### src/rtl/soc_uart_tx_if.sv
// Console write path and status signals of the UART transmitter.
// The CPU side drives bytes and the overflow clear; the transmitter reports line and FIFO state.
interface soc_uart_tx_if #(
   parameter int FIFO_DEPTH = 16
);
   localparam int LVL_W = $clog2(FIFO_DEPTH) + 1;

   logic [7:0]       out_byte;
   logic             out_byte_en;
   logic             overflow_clr;
   logic             tx;
   logic             busy;
   logic [LVL_W-1:0] fifo_level;
   logic             overflow;

   modport master (
      output out_byte, out_byte_en, overflow_clr,
      input  tx, busy, fifo_level, overflow
   );

   modport slave (
      input  out_byte, out_byte_en, overflow_clr,
      output tx, busy, fifo_level, overflow
   );
endinterface

### src/rtl/soc_uart_tx.sv
// 8N1 UART transmitter with a byte FIFO in front of it.
// The FIFO is popped in IDLE or on the final STOP cycle, so queued frames go out back-to-back.
//
// state | meaning
// IDLE  | line high, waiting for a byte in the FIFO
// START | start bit (low) for CLK_DIV cycles
// DATA  | 8 data bits, LSB first, CLK_DIV cycles each
// STOP  | stop bit (high); last cycle pops the next byte if any
module soc_uart_tx #(
   parameter int CLK_DIV    = 868,
   parameter int FIFO_DEPTH = 16
) (
   input  logic         clk,
   input  logic         resetn,
   soc_uart_tx_if.slave bus
);
   localparam int PTR_W  = $clog2(FIFO_DEPTH);
   localparam int LVL_W  = PTR_W + 1;
   localparam int BAUD_W = 16;

   typedef enum logic [1:0] {
      S_IDLE,
      S_START,
      S_DATA,
      S_STOP
   } state_t;

   state_t            state;
   logic [BAUD_W-1:0] baud_cnt;
   logic [2:0]        bit_cnt;
   logic [7:0]        shreg;
   logic              tx_q;
   logic              ovf_q;

   logic [7:0]        mem [FIFO_DEPTH];
   logic [PTR_W-1:0]  wr_ptr;
   logic [PTR_W-1:0]  rd_ptr;
   logic [LVL_W-1:0]  level;

   logic baud_last;
   logic fifo_empty;
   logic fifo_full;
   logic pop;
   logic push;
   logic drop;

   assign baud_last  = (baud_cnt == BAUD_W'(CLK_DIV - 1));
   assign fifo_empty = (level == '0);
   assign fifo_full  = (level == LVL_W'(FIFO_DEPTH));
   assign pop        = !fifo_empty && ((state == S_IDLE) || ((state == S_STOP) && baud_last));
   // A full FIFO still accepts when the head leaves on the same edge.
   assign push       = bus.out_byte_en && (!fifo_full || pop);
   assign drop       = bus.out_byte_en && !push;

   always_ff @(posedge clk) begin
      if (push) begin
         mem[wr_ptr] <= bus.out_byte;
      end
   end

   always_ff @(posedge clk or negedge resetn) begin
      if (!resetn) begin
         wr_ptr <= '0;
         rd_ptr <= '0;
         level  <= '0;
         ovf_q  <= 1'b0;
      end else begin
         if (push) begin
            wr_ptr <= wr_ptr + 1'b1;
         end
         if (pop) begin
            rd_ptr <= rd_ptr + 1'b1;
         end
         case ({push, pop})
            2'b10:   level <= level + 1'b1;
            2'b01:   level <= level - 1'b1;
            default: level <= level;
         endcase
         if (drop) begin
            ovf_q <= 1'b1;
         end else if (bus.overflow_clr) begin
            ovf_q <= 1'b0;
         end
      end
   end

   always_ff @(posedge clk or negedge resetn) begin
      if (!resetn) begin
         state    <= S_IDLE;
         baud_cnt <= '0;
         bit_cnt  <= '0;
         shreg    <= '0;
         tx_q     <= 1'b1;
      end else begin
         case (state)
            S_IDLE: begin
               tx_q     <= 1'b1;
               baud_cnt <= '0;
               bit_cnt  <= '0;
               if (pop) begin
                  shreg <= mem[rd_ptr];
                  tx_q  <= 1'b0;
                  state <= S_START;
               end
            end
            S_START: begin
               if (baud_last) begin
                  baud_cnt <= '0;
                  bit_cnt  <= '0;
                  tx_q     <= shreg[0];
                  state    <= S_DATA;
               end else begin
                  baud_cnt <= baud_cnt + 1'b1;
               end
            end
            S_DATA: begin
               if (baud_last) begin
                  baud_cnt <= '0;
                  if (bit_cnt == 3'd7) begin
                     bit_cnt <= '0;
                     tx_q    <= 1'b1;
                     state   <= S_STOP;
                  end else begin
                     bit_cnt <= bit_cnt + 1'b1;
                     shreg   <= {1'b0, shreg[7:1]};
                     tx_q    <= shreg[1];
                  end
               end else begin
                  baud_cnt <= baud_cnt + 1'b1;
               end
            end
            S_STOP: begin
               if (baud_last) begin
                  baud_cnt <= '0;
                  if (pop) begin
                     shreg <= mem[rd_ptr];
                     tx_q  <= 1'b0;
                     state <= S_START;
                  end else begin
                     tx_q  <= 1'b1;
                     state <= S_IDLE;
                  end
               end else begin
                  baud_cnt <= baud_cnt + 1'b1;
               end
            end
            default: begin
               tx_q  <= 1'b1;
               state <= S_IDLE;
            end
         endcase
      end
   end

   assign bus.tx         = tx_q;
   assign bus.busy       = (state != S_IDLE) || !fifo_empty;
   assign bus.fifo_level = level;
   assign bus.overflow   = ovf_q;
endmodule

### src/flat_wrapper.sv
// flat-port wrapper written by rule: the top's interface ports become plain ports
module soc_uart_tx_flat 
#(
   parameter int CLK_DIV    = 868,
   parameter int FIFO_DEPTH = 16
)
  (clk, resetn, bus_out_byte, bus_out_byte_en, bus_overflow_clr, bus_tx, bus_busy, bus_fifo_level, bus_overflow);
  soc_uart_tx_if #(.FIFO_DEPTH(FIFO_DEPTH)) bus_i ();
  input  logic clk;
  input  logic resetn;
  input wire logic [$bits(bus_i.out_byte)-1:0] bus_out_byte;
  input wire logic [$bits(bus_i.out_byte_en)-1:0] bus_out_byte_en;
  input wire logic [$bits(bus_i.overflow_clr)-1:0] bus_overflow_clr;
  output wire logic [$bits(bus_i.tx)-1:0] bus_tx;
  output wire logic [$bits(bus_i.busy)-1:0] bus_busy;
  output wire logic [$bits(bus_i.fifo_level)-1:0] bus_fifo_level;
  output wire logic [$bits(bus_i.overflow)-1:0] bus_overflow;
  assign bus_i.out_byte = bus_out_byte;
  assign bus_i.out_byte_en = bus_out_byte_en;
  assign bus_i.overflow_clr = bus_overflow_clr;
  assign bus_tx = bus_i.tx;
  assign bus_busy = bus_i.busy;
  assign bus_fifo_level = bus_i.fifo_level;
  assign bus_overflow = bus_i.overflow;
  soc_uart_tx #(.CLK_DIV(CLK_DIV), .FIFO_DEPTH(FIFO_DEPTH)) u_core (.clk(clk), .resetn(resetn), .bus(bus_i));
endmodule
### config.mk
export PLATFORM = sky130hd
export DESIGN_NAME = soc_uart_tx_flat
export DESIGN_NICKNAME = d
export VERILOG_FILES = /design/src/rtl/soc_uart_tx_if.sv /design/src/rtl/soc_uart_tx.sv /design/src/flat_wrapper.sv
export SDC_FILE = /design/constraint.sdc
export NUM_CORES = 1
export LEC_CHECK = 0
export ABC_AREA = 0
export BUFFER_PORTS_ARGS = -buffer_cell sky130_fd_sc_hd__buf_2
export CAP_MARGIN = 20
export CORE_ASPECT_RATIO = 1.75
export CORE_MARGIN = 10
export CORE_UTILIZATION = 50
export CTS_BUF_LIST = sky130_fd_sc_hd__clkbuf_8
export CTS_CLUSTER_SIZE = 10
export DETAILED_ROUTE_END_ITERATION = 12
export PLACE_DENSITY = 0.64
export SLEW_MARGIN = 10
export SYNTH_ARGS = -nofsm -noshare
export SYNTH_HDL_FRONTEND = slang
export SYNTH_SLANG_ARGS = --single-unit
### constraint.sdc
create_clock -name clk -period 3.55 [get_ports clk]
set_input_delay 0.1775 -clock clk [delete_from_list [all_inputs] [get_ports clk]]
set_output_delay 0.1775 -clock clk [all_outputs]
set_load 0.005 [all_outputs]
==> impl_metrics.yaml, run 1 <==
outcome:
  status: "finished, final reports clean"
die:
  core-area_um2: 15240
  dieHeight_um: 184.1
  ios: 20
  rows: 60
  die_w_um: 113.8
  start_util_pct: 50.50
  die_area_um2: 20950
synthesis:
  synth_nets: 508
  async_flop_share_pct: 25.58
  synth.distinct_cells: 68
  ys_seq_area_share_pct: 64.27
  synth_area_um2: 7696
  postSynthCellCount: 478
  yosys_warnings: 0
  dominantRegCellSynth: "edfxtp_1"
  synth_area_per_cell_um2: 16.10
  synth_enable_flop_cells: 128
  ys_ff_latch: 172
timing:
  hold_viol_final: 0
  fin_crit_ns: 3.126
  holdWs_ns: 0.1076
  slew_viol_final: 0
  post-route-period-util_pct: 88.06
  worst_pin_slew_ns: 0.8693
  max_slew_margin_pct: 42.05
  setup_tns_ns: 0
  grt_setup_unrepaired: "no"
  skew_ns: 0.02204
  setup_viol: 0
  fmax_ghz: 0.3199
pwr:
  powerDensity_nw_per_um2: 743.7
  leakage_nw: 3.089
  vdd_drop_max_mv: 0.3034
grt:
  grt_pass1_wl_mm: 23.66
  overflow: 0
  track_usage_pct: 14.66
  antenna_found_initial: 0
  first_global_vias: 4331
  grt_max_degree: 45
placed_design:
  place_congestion: 0.8048
  dpl.hpwl_mm: 10.07
  io_buffers: 19
clocking:
  clock_tree.htree_level_count: 4
  cts_buffers: 17
  clk_root_buffer_cell: "clkbuf_8"
  cts_tree: "built"
  cts.sinks: 172
  clkTransAtPathRegs_ns: 0.11
  clock_latency_ns: 0.45
  cts-resized-gates: 0
  clock_path_buffers: 2
critical_path:
  required_ns: 3.92
  endpoint_kind: "flip-flop"
  path_max_fanout: 9
  startpoint_type: "flip-flop"
  cp.arrival_ns: 3.49
  worstSetupPathType: "flip-flop to flip-flop"
final_layout:
  drive_above_1_share_pct: 18.81
  multi_input_area_um2: 2581
  diodes: 0
  fillers: 1219
  nets: 538
  regArea_um2: 4947
  syn_to_final_growth_pct: 9.624
flow_run:
  maxCapViolCount: 0
detailed_routing:
  drtIter0Drc: 192
  ant_nets: 0
  dr.pass1.iters: 5
  avgRoutedWirePerCell_um: 20.77
  viasPerCell: 5.885
  wl_mm: 14.68
  num_vias: 4161
  drc: 0
hold_path:
  hold_path_class: "primary input to flip-flop"
[cells in the final DEF (no fill, tap or decap), drive strengths merged, types with 7 or more instances in the layout]
master / n
a211oi: 7
a21oi: 17
and2: 9
and3: 7
buf: 28
clkbuf: 17
dfrtp: 43
edfxtp: 128
ha: 17
inv: 20
mux2i: 9
mux4: 31
nand2: 24
nand3: 15
nor2: 28
nor2b: 8
o21ai: 9
xnor2: 9
xor2: 13
[kinds of logic after synthesis]
group	share of synthesized area [%]
xor+xnor	2.601
mux	11.75
fa+ha+maj	3.024
buf+inv	2.195
compound gates	6.698
simple gates	9.462
flops	64.27
[flip-flops by register name (all words and copies together), names as in the netlist]
signal / flops
u_core.bit_cnt: 3
u_core.baud_cnt: 16
u_core.bus.overflow: 1
u_core.rd_ptr: 4
u_core.wr_ptr: 4
u_core.state: 2
u_core.bus.fifo_level: 5
u_core.bus.tx: 1
u_core.shreg: 8
u_core.mem: 128
[critical path: stages, from the launching register on]
cell	delay (ns)
dfrtp_1	0.40
ha_1	0.26
nor4b_2	0.38
a41oi_4	0.26
nor3_1	0.51
ha_1	0.37
a21o_1	0.17
a21oi_1	0.20
nand2b_1	0.11
o31a_1	0.24
o221ai_1	0.16
[cell type report]
class                      instances  area share [%]
clock buffer                      17           2.773
sequential                       172           58.64
inverter                          12          0.5339
clock inverter                    15           2.239
tap                              186           2.758
timing repair buffer              30           2.462
multi-input combinational        275           30.59
[where the power goes]
part,internal [mW],total [mW],switching (mW)
sequential,2.48,2.86,0.377
combinational,0.989,2.01,1.02
clock,0.607,1.40,0.797
total,4.08,6.27,2.19
[metrics by stage]
| step | worst slack [ns] | utilization, % | area (um2) | std cells | power [mW] |
|---|---|---|---|---|---|
| after global placement | 0.5963 | 52.32 | 7974 | 672 | 4.877 |
| after global routing | 0.2245 | 55.36 | 8437 | 707 | 6.669 |
| final | 0.4238 | 55.36 | 8437 | 707 | 6.274 |
| after CTS | 0.4358 | 55.23 | 8417 | 706 | 6.349 |
| after detailed placement | 0.4455 | 52.32 | 7974 | 672 | 4.941 |
| after floorplan | 0.8228 | - | 7696 | 478 | 4.413 |
[path summary, 6_finish.rpt]
path / end / from / cells after the start / slack, ns
min reg2reg: u_core.baud_cnt[0]$_DFF_PN0_ / u_core.baud_cnt[0]$_DFF_PN0_ / 1 / 0.49
max reg2reg: u_core.bus.fifo_level[4]$_DFFE_PN0P_ / u_core.baud_cnt[0]$_DFF_PN0_ / 10 / 0.42
max: u_core.bus.fifo_level[4]$_DFFE_PN0P_ / u_core.baud_cnt[0]$_DFF_PN0_ / 10 / 0.42
min in group asynchronous: u_core.bus.fifo_level[2]$_DFFE_PN0P_ / resetn / 2 / 0.18
max in group asynchronous: u_core.bus.tx$_DFFE_PN1P_ / resetn / 3 / 2.79
min: u_core.mem[2][6]$_DFFE_PP_ / bus_out_byte[6] / 1 / 0.11
[layer usage]
layer / vias up / share of wire [%] / global-route usage [%]
li1: 1939 / - / -
met1: 2154 / 39 / 15.55
met2: 62 / 58 / 27.78
met3: 6 / 2.2 / 3.223
met4: 0 / 0.93 / 4.429
met5: - / 0 / 0
[synth_stat cells, types with 9 or more instances]
cell | count | area [um2]
and2_1 | 9 | 56.30
nand2_1 | 23 | 86.33
ha_1 | 17 | 212.7
mux2i_1 | 9 | 90.09
xor2_1 | 13 | 113.9
nor2_1 | 26 | 97.59
inv_1 | 12 | 45.04
edfxtp_1 | 128 | 3844
a21oi_1 | 15 | 75.07
nand3_1 | 14 | 70.07
dfrtp_1 | 43 | 1076
mux4_1 | 19 | 499.2
buf_2 | 10 | 50.05
mux4_2 | 12 | 270.3
[timing repair]
action	CTS	global route
hold buffers	2	0
hold endpoints to repair	44	0
buffers inserted	0	0
(Power assumes the default switching activity.)
==> run 2: changes to the inputs <==
Settings changed: ABC_CLOCK_PERIOD_IN_PS from default to 3550, BUFFER_PORTS_ARGS -buffer_cell sky130_fd_sc_hd__buf_2 to -buffer_cell sky130_fd_sc_hd__buf_4, CTS_BUF_LIST sky130_fd_sc_hd__clkbuf_8 to default.
==> impl_metrics.yaml, run 2 (synthesis results as in run 1) <==
final_layout:
  largest_register: "u_core.mem"
  diodes: 0
  largest_reg_flops: 128
  layout_common_cells: "128 x edfxtp_1, 42 x dfrtp_1, 26 x nor2_1, 26 x buf_4, 23 x nand2_1"
  fillers: 1181
  drive_above_1_share_pct: 18.65
  nets: 537
  reg_top3: "u_core.mem: 128 flops, u_core.baud_cnt: 16 flops, u_core.shreg: 8 flops"
  syn_to_final_growth_pct: 11.95
  fin_util_pct: 56.54
  layout_commonest_cell: "edfxtp_1"
critical_path:
  reg2reg_slack_ns: 0.41
  required_ns: 3.89
  rr_startpoint: "u_core.baud_cnt[0]$_DFF_PN0_"
  ff2ff_path_depth: 10
  cpPeakStageDelay_ns: 0.52
  cp-startpoint: "u_core.baud_cnt[0]$_DFF_PN0_"
  r2r-end: "u_core.bus.fifo_level[4]$_DFFE_PN0P_"
  path_max_fanout: 9
  crit_top_cell: "ha_1"
  startpoint_type: "flip-flop"
  cp_cell_sequence: "ha_1 -> nor4b_2 -> a41oi_4 -> nor3_1 -> ha_1 -> a21o_1 -> a21oi_1 -> nand2b_1 -> o31a_1 -> o221ai_1"
  cp.arrival_ns: 3.48
  crit_path_top_delay_cell: "nor3_1"
  endpoint_kind: "flip-flop"
  worstSetupPathType: "flip-flop to flip-flop"
timing:
  worst_pin_slew_ns: 0.8647
  hold_viol_final: 0
  post-route-period-util_pct: 88.36
  slew_viol_final: 0
  skew_ns: 0.01329
  fin_crit_ns: 3.137
  max_slew_margin_pct: 42.35
  fmax_ghz: 0.3188
  grt_setup_unrepaired: "no"
  setup_tns_ns: 0
  setup_viol: 0
clocking:
  cts_tree: "built"
  clock_tree.htree_level_count: 4
  clkTransAtPathRegs_ns: 0.07
  cts-resized-gates: 0
  post_cts_buffers: 0
  clock_latency_ns: 0.42
  cts_buffers: 17
  hold_buffers: 2
  clock_path_buffers: 2
  cts.sinks: 172
  clk_root_buffer_cell: "clkbuf_16"
placed_design:
  io_buffers: 19
  dpl.hpwl_mm: 10.21
  place_congestion: 0.8081
pwr:
  p_clk_share_pct: 26.5
  vdd_drop_max_mv: 0.3183
  powerDensity_nw_per_um2: 777.0
  power_frac_seq_pct: 42.8
  intPower_mw: 4.432
  power.switching_mw: 2.263
  leakage_nw: 3.164
  p_comb_share_pct: 30.7
  swShare_pct: 33.80
detailed_routing:
  ant_nets: 0
  num_vias: 4191
  wl_mm: 15.12
  drc: 0
  viasPerCell: 5.936
  drtIter0Drc: 199
  dr.pass1.iters: 5
  avgRoutedWirePerCell_um: 21.41
die:
  core-area_um2: 15240
  ios: 20
  die_w_um: 113.8
  die_area_um2: 20950
  rows: 60
  dieHeight_um: 184.1
  start_util_pct: 50.50
grt:
  overflow: 0
  antenna_found_initial: 0
  track_usage_pct: 15.18
  grt_max_degree: 45
  grt_pass1_wl_mm: 24.28
  first_global_vias: 4475
hold_path:
  hold_path_startpoint: "bus_out_byte[6]"
  holdPathEnd: "u_core.mem[9][6]$_DFFE_PP_"
  hold_path_class: "primary input to flip-flop"
  min_path_cells: 1
outcome:
  status: "finished, final reports clean"
flow_run:
  maxCapViolCount: 0
-- run 2: how the worst max path moves through the flow --
stage	slack [ns]	to	cells past startpoint
final	0.41	u_core.bus.fifo_level[4]$_DFFE_PN0P_	10
after floorplan	0.82	u_core.bus.fifo_level[4]$_DFFE_PN0P_	10
after detailed placement	0.43	u_core.bus.fifo_level[4]$_DFFE_PN0P_	10
after global placement	0.60	u_core.bus.fifo_level[4]$_DFFE_PN0P_	10
after CTS	0.42	u_core.bus.fifo_level[4]$_DFFE_PN0P_	10
after global routing	0.27	u_core.bus.fifo_level[4]$_DFFE_PN0P_	10
-- run 2: area by class of cell --
class / count / area, um2 / area share, %
flip-flops and latches: 172 / 4947 / 57.42
multi-input cells: 275 / 2581 / 29.96
clock buffers: 17 / 425.4 / 4.938
repair buffers: 29 / 235.2 / 2.730
well taps: 186 / 232.7 / 2.701
clock inverters: 15 / 148.9 / 1.728
inverters: 12 / 45.04 / 0.5228
-- run 2: stage by stage --
| step | cell area (um2) | setup slack, ns | power [mW] | std cells | hold WS, ns |
|---|---|---|---|---|---|
| after floorplan | 7696 | 0.8228 | 4.413 | 478 | -0.1181 |
| after global placement | 8021 | 0.6018 | 4.904 | 672 | 0.2163 |
| after detailed placement | 8021 | 0.4274 | 4.983 | 672 | 0.2182 |
| after CTS | 8616 | 0.4207 | 6.770 | 706 | 0.04578 |
| after global routing | 8616 | 0.2671 | 7.100 | 706 | 0.05260 |
| final | 8616 | 0.4130 | 6.695 | 706 | 0.06066 |
-- run 2: critical path: cells and delay by family (launching register included) --
kind,cells,cell delay [ns]
fa+ha+maj,2,0.62
compound gates,5,1.02
simple gates,3,1.00
flops,1,0.39
-- run 2: power groups by stage --
stage | sequential, mW | clock [mW] | combinational [mW]
floorplan | 2.68 | 0 | 1.74
global placement | 2.89 | 0 | 2.02
detailed placement | 2.91 | 0 | 2.08
CTS | 2.87 | 1.82 | 2.09
global route | 2.92 | 1.91 | 2.27
finish | 2.86 | 1.78 | 2.05
-- run 2: per-layer routing --
layer  global-route usage (%)  vias to the layer above  part of all wire, %
met5                        0                        -                    0
met4                    4.580                        0                 0.73
met3                    3.027                        6                  2.2
met2                    29.04                       53                   59
met1                    16.05                     2193                   38
li1                         -                     1939                    -
==> run 3: changes to the inputs <==
Settings changed: ABC_CLOCK_PERIOD_IN_PS 3550 to 2840, PLACE_DENSITY 0.64 to 0.67.
Clock period 3.55 ns to 2.84 ns, I/O delays scaled along.
==> impl_metrics.yaml, run 3 (synthesis results as in run 1) <==
die:
  dieHeight_um: 184.1
  core-area_um2: 15240
  start_util_pct: 50.50
  ios: 20
  die_w_um: 113.8
  die_area_um2: 20950
  rows: 60
detailed_routing:
  num_vias: 4158
  wl_mm: 14.93
  drtIter0Drc: 218
  ant_nets: 0
  avgRoutedWirePerCell_um: 20.67
  viasPerCell: 5.759
  dr.pass1.iters: 4
  drc: 0
pwr:
  powerDensity_nw_per_um2: 973.1
  vdd_drop_max_mv: 0.4763
  leakage_nw: 3.261
final_layout:
  layout_common_cells: "128 x edfxtp_1, 43 x buf_4, 42 x dfrtp_1, 26 x nor2_1, 23 x nand2_1"
  largest_register: "u_core.mem"
  nets: 553
  diodes: 0
  fin_area_um2: 8766
  layout_commonest_cell: "edfxtp_1"
  drive_above_1_share_pct: 21.08
  reg_top3: "u_core.mem: 128 flops, u_core.baud_cnt: 16 flops, u_core.shreg: 8 flops"
  syn_to_final_growth_pct: 13.90
  largest_reg_flops: 128
clocking:
  clk_root_buffer_cell: "clkbuf_16"
  post_cts_buffers: 0
  clock_tree.htree_level_count: 4
  clock_path_buffers: 2
  cts_buffers: 17
  hold_buffers: 2
  cts.sinks: 172
  clkTransAtPathRegs_ns: 0.08
  cts-resized-gates: 0
  clock_latency_ns: 0.43
  cts_tree: "built"
timing:
  grt_setup_unrepaired: "no"
  setup_viol: 0
  fin_crit_ns: 2.672
  worst_pin_slew_ns: 0.7858
  post-route-period-util_pct: 94.07
  setup_tns_ns: 0
  max_slew_margin_pct: 47.61
  fmax_ghz: 0.3743
  slew_viol_final: 0
  skew_ns: 0.02293
  hold_viol_final: 0
grt:
  grt_max_degree: 45
  overflow: 0
  met2_usage_pct: 28.93
  antenna_found_initial: 0
  globalRouteMet3Util_pct: 3.385
  grt_pass1_wl_mm: 24.32
  grt.busiest_layer: "met2"
  first_global_vias: 4524
  use_met1_pct: 15.62
  track_usage_pct: 15.06
critical_path:
  setup.worst_path.end: "u_core.bus.fifo_level[4]$_DFFE_PN0P_"
  rr_startpoint: "u_core.bus.fifo_level[3]$_DFFE_PN0P_"
  path_max_fanout: 5
  r2r-end: "u_core.bus.fifo_level[4]$_DFFE_PN0P_"
  required_ns: 3.18
  worstSetupPathType: "flip-flop to flip-flop"
  cp-startpoint: "u_core.bus.fifo_level[3]$_DFFE_PN0P_"
  reg2reg_slack_ns: 0.17
  ff2ff_path_depth: 10
  endpoint_kind: "flip-flop"
  startpoint_type: "flip-flop"
  cp.arrival_ns: 3.02
flow_run:
  maxCapViolCount: 0
outcome:
  status: "finished, final reports clean"
placed_design:
  place_congestion: 0.8253
  place_area_um2: 8129
  dpl.hpwl_mm: 10.64
  io_buffers: 19
hold_path:
  hold_path_class: "primary input to flip-flop"
## run 3: layout make-up
class	count	area, um2
fill	1176	6474
sequential	172	4947
multi-input combinational	275	2581
clock buffer	17	425.4
timing repair buffer	45	342.8
tap	186	232.7
clock inverter	15	191.4
inverter	12	45.04
## run 3: where the power goes
part	switching (mW)	total, mW	internal (mW)	leakage (nW)
Combinational	1.38	2.71	1.33	1.25
Sequential	0.413	3.52	3.11	1.72
Clock	1.10	2.30	1.20	0.298
## run 3: metal layers
| layer | share of wire [%] | vias up |
|---|---|---|
| met5 | 0 | - |
| met4 | 0.69 | 0 |
| met3 | 2.2 | 6 |
| met2 | 60 | 52 |
| met1 | 37 | 2124 |
| li1 | - | 1976 |
## run 3: worst min path at each step
| stage | from | to | slack (ns) | cells after the start |
|---|---|---|---|---|
| after floorplan | resetn | u_core.baud_cnt[0]$_DFF_PN0_ | -0.15 | 0 |
| after global placement | resetn | u_core.bus.fifo_level[1]$_DFFE_PN0P_ | 0.18 | 1 |
| after detailed placement | resetn | u_core.baud_cnt[15]$_DFF_PN0_ | 0.18 | 1 |
| after CTS | bus_out_byte[2] | u_core.mem[8][2]$_DFFE_PP_ | 0.003 | 1 |
| after global routing | bus_out_byte[2] | u_core.mem[8][2]$_DFFE_PP_ | 0.008 | 1 |
| final | bus_out_byte[4] | u_core.mem[10][4]$_DFFE_PP_ | 0.02 | 1 |
## run 3: metrics by stage
step	setup WS [ns]	utilization [%]	power [mW]	hold slack, ns	std cells
5_1_grt	0.04060	57.52	9.018	0.007829	722
6_report	0.1685	57.52	8.530	0.01510	722
3_3_place_gp	0.2437	53.34	6.213	0.1766	688
4_1_cts	0.1640	57.52	8.618	0.002908	722
3_5_place_dp	0.1796	53.34	6.313	0.1837	688
2_1_floorplan	0.1128	-	5.516	-0.1536	478
## run 3: critical path, stage by stage, from the launching register on
cell and delay (ns):
dfrtp_1 0.43, or4_4 0.54, nor2_4 0.10, nor3_1 0.06, buf_4 0.15, fa_1 0.40, a21o_1 0.19, a21oi_1 0.20
nand2b_1 0.11, o31a_1 0.24, o221ai_1 0.16
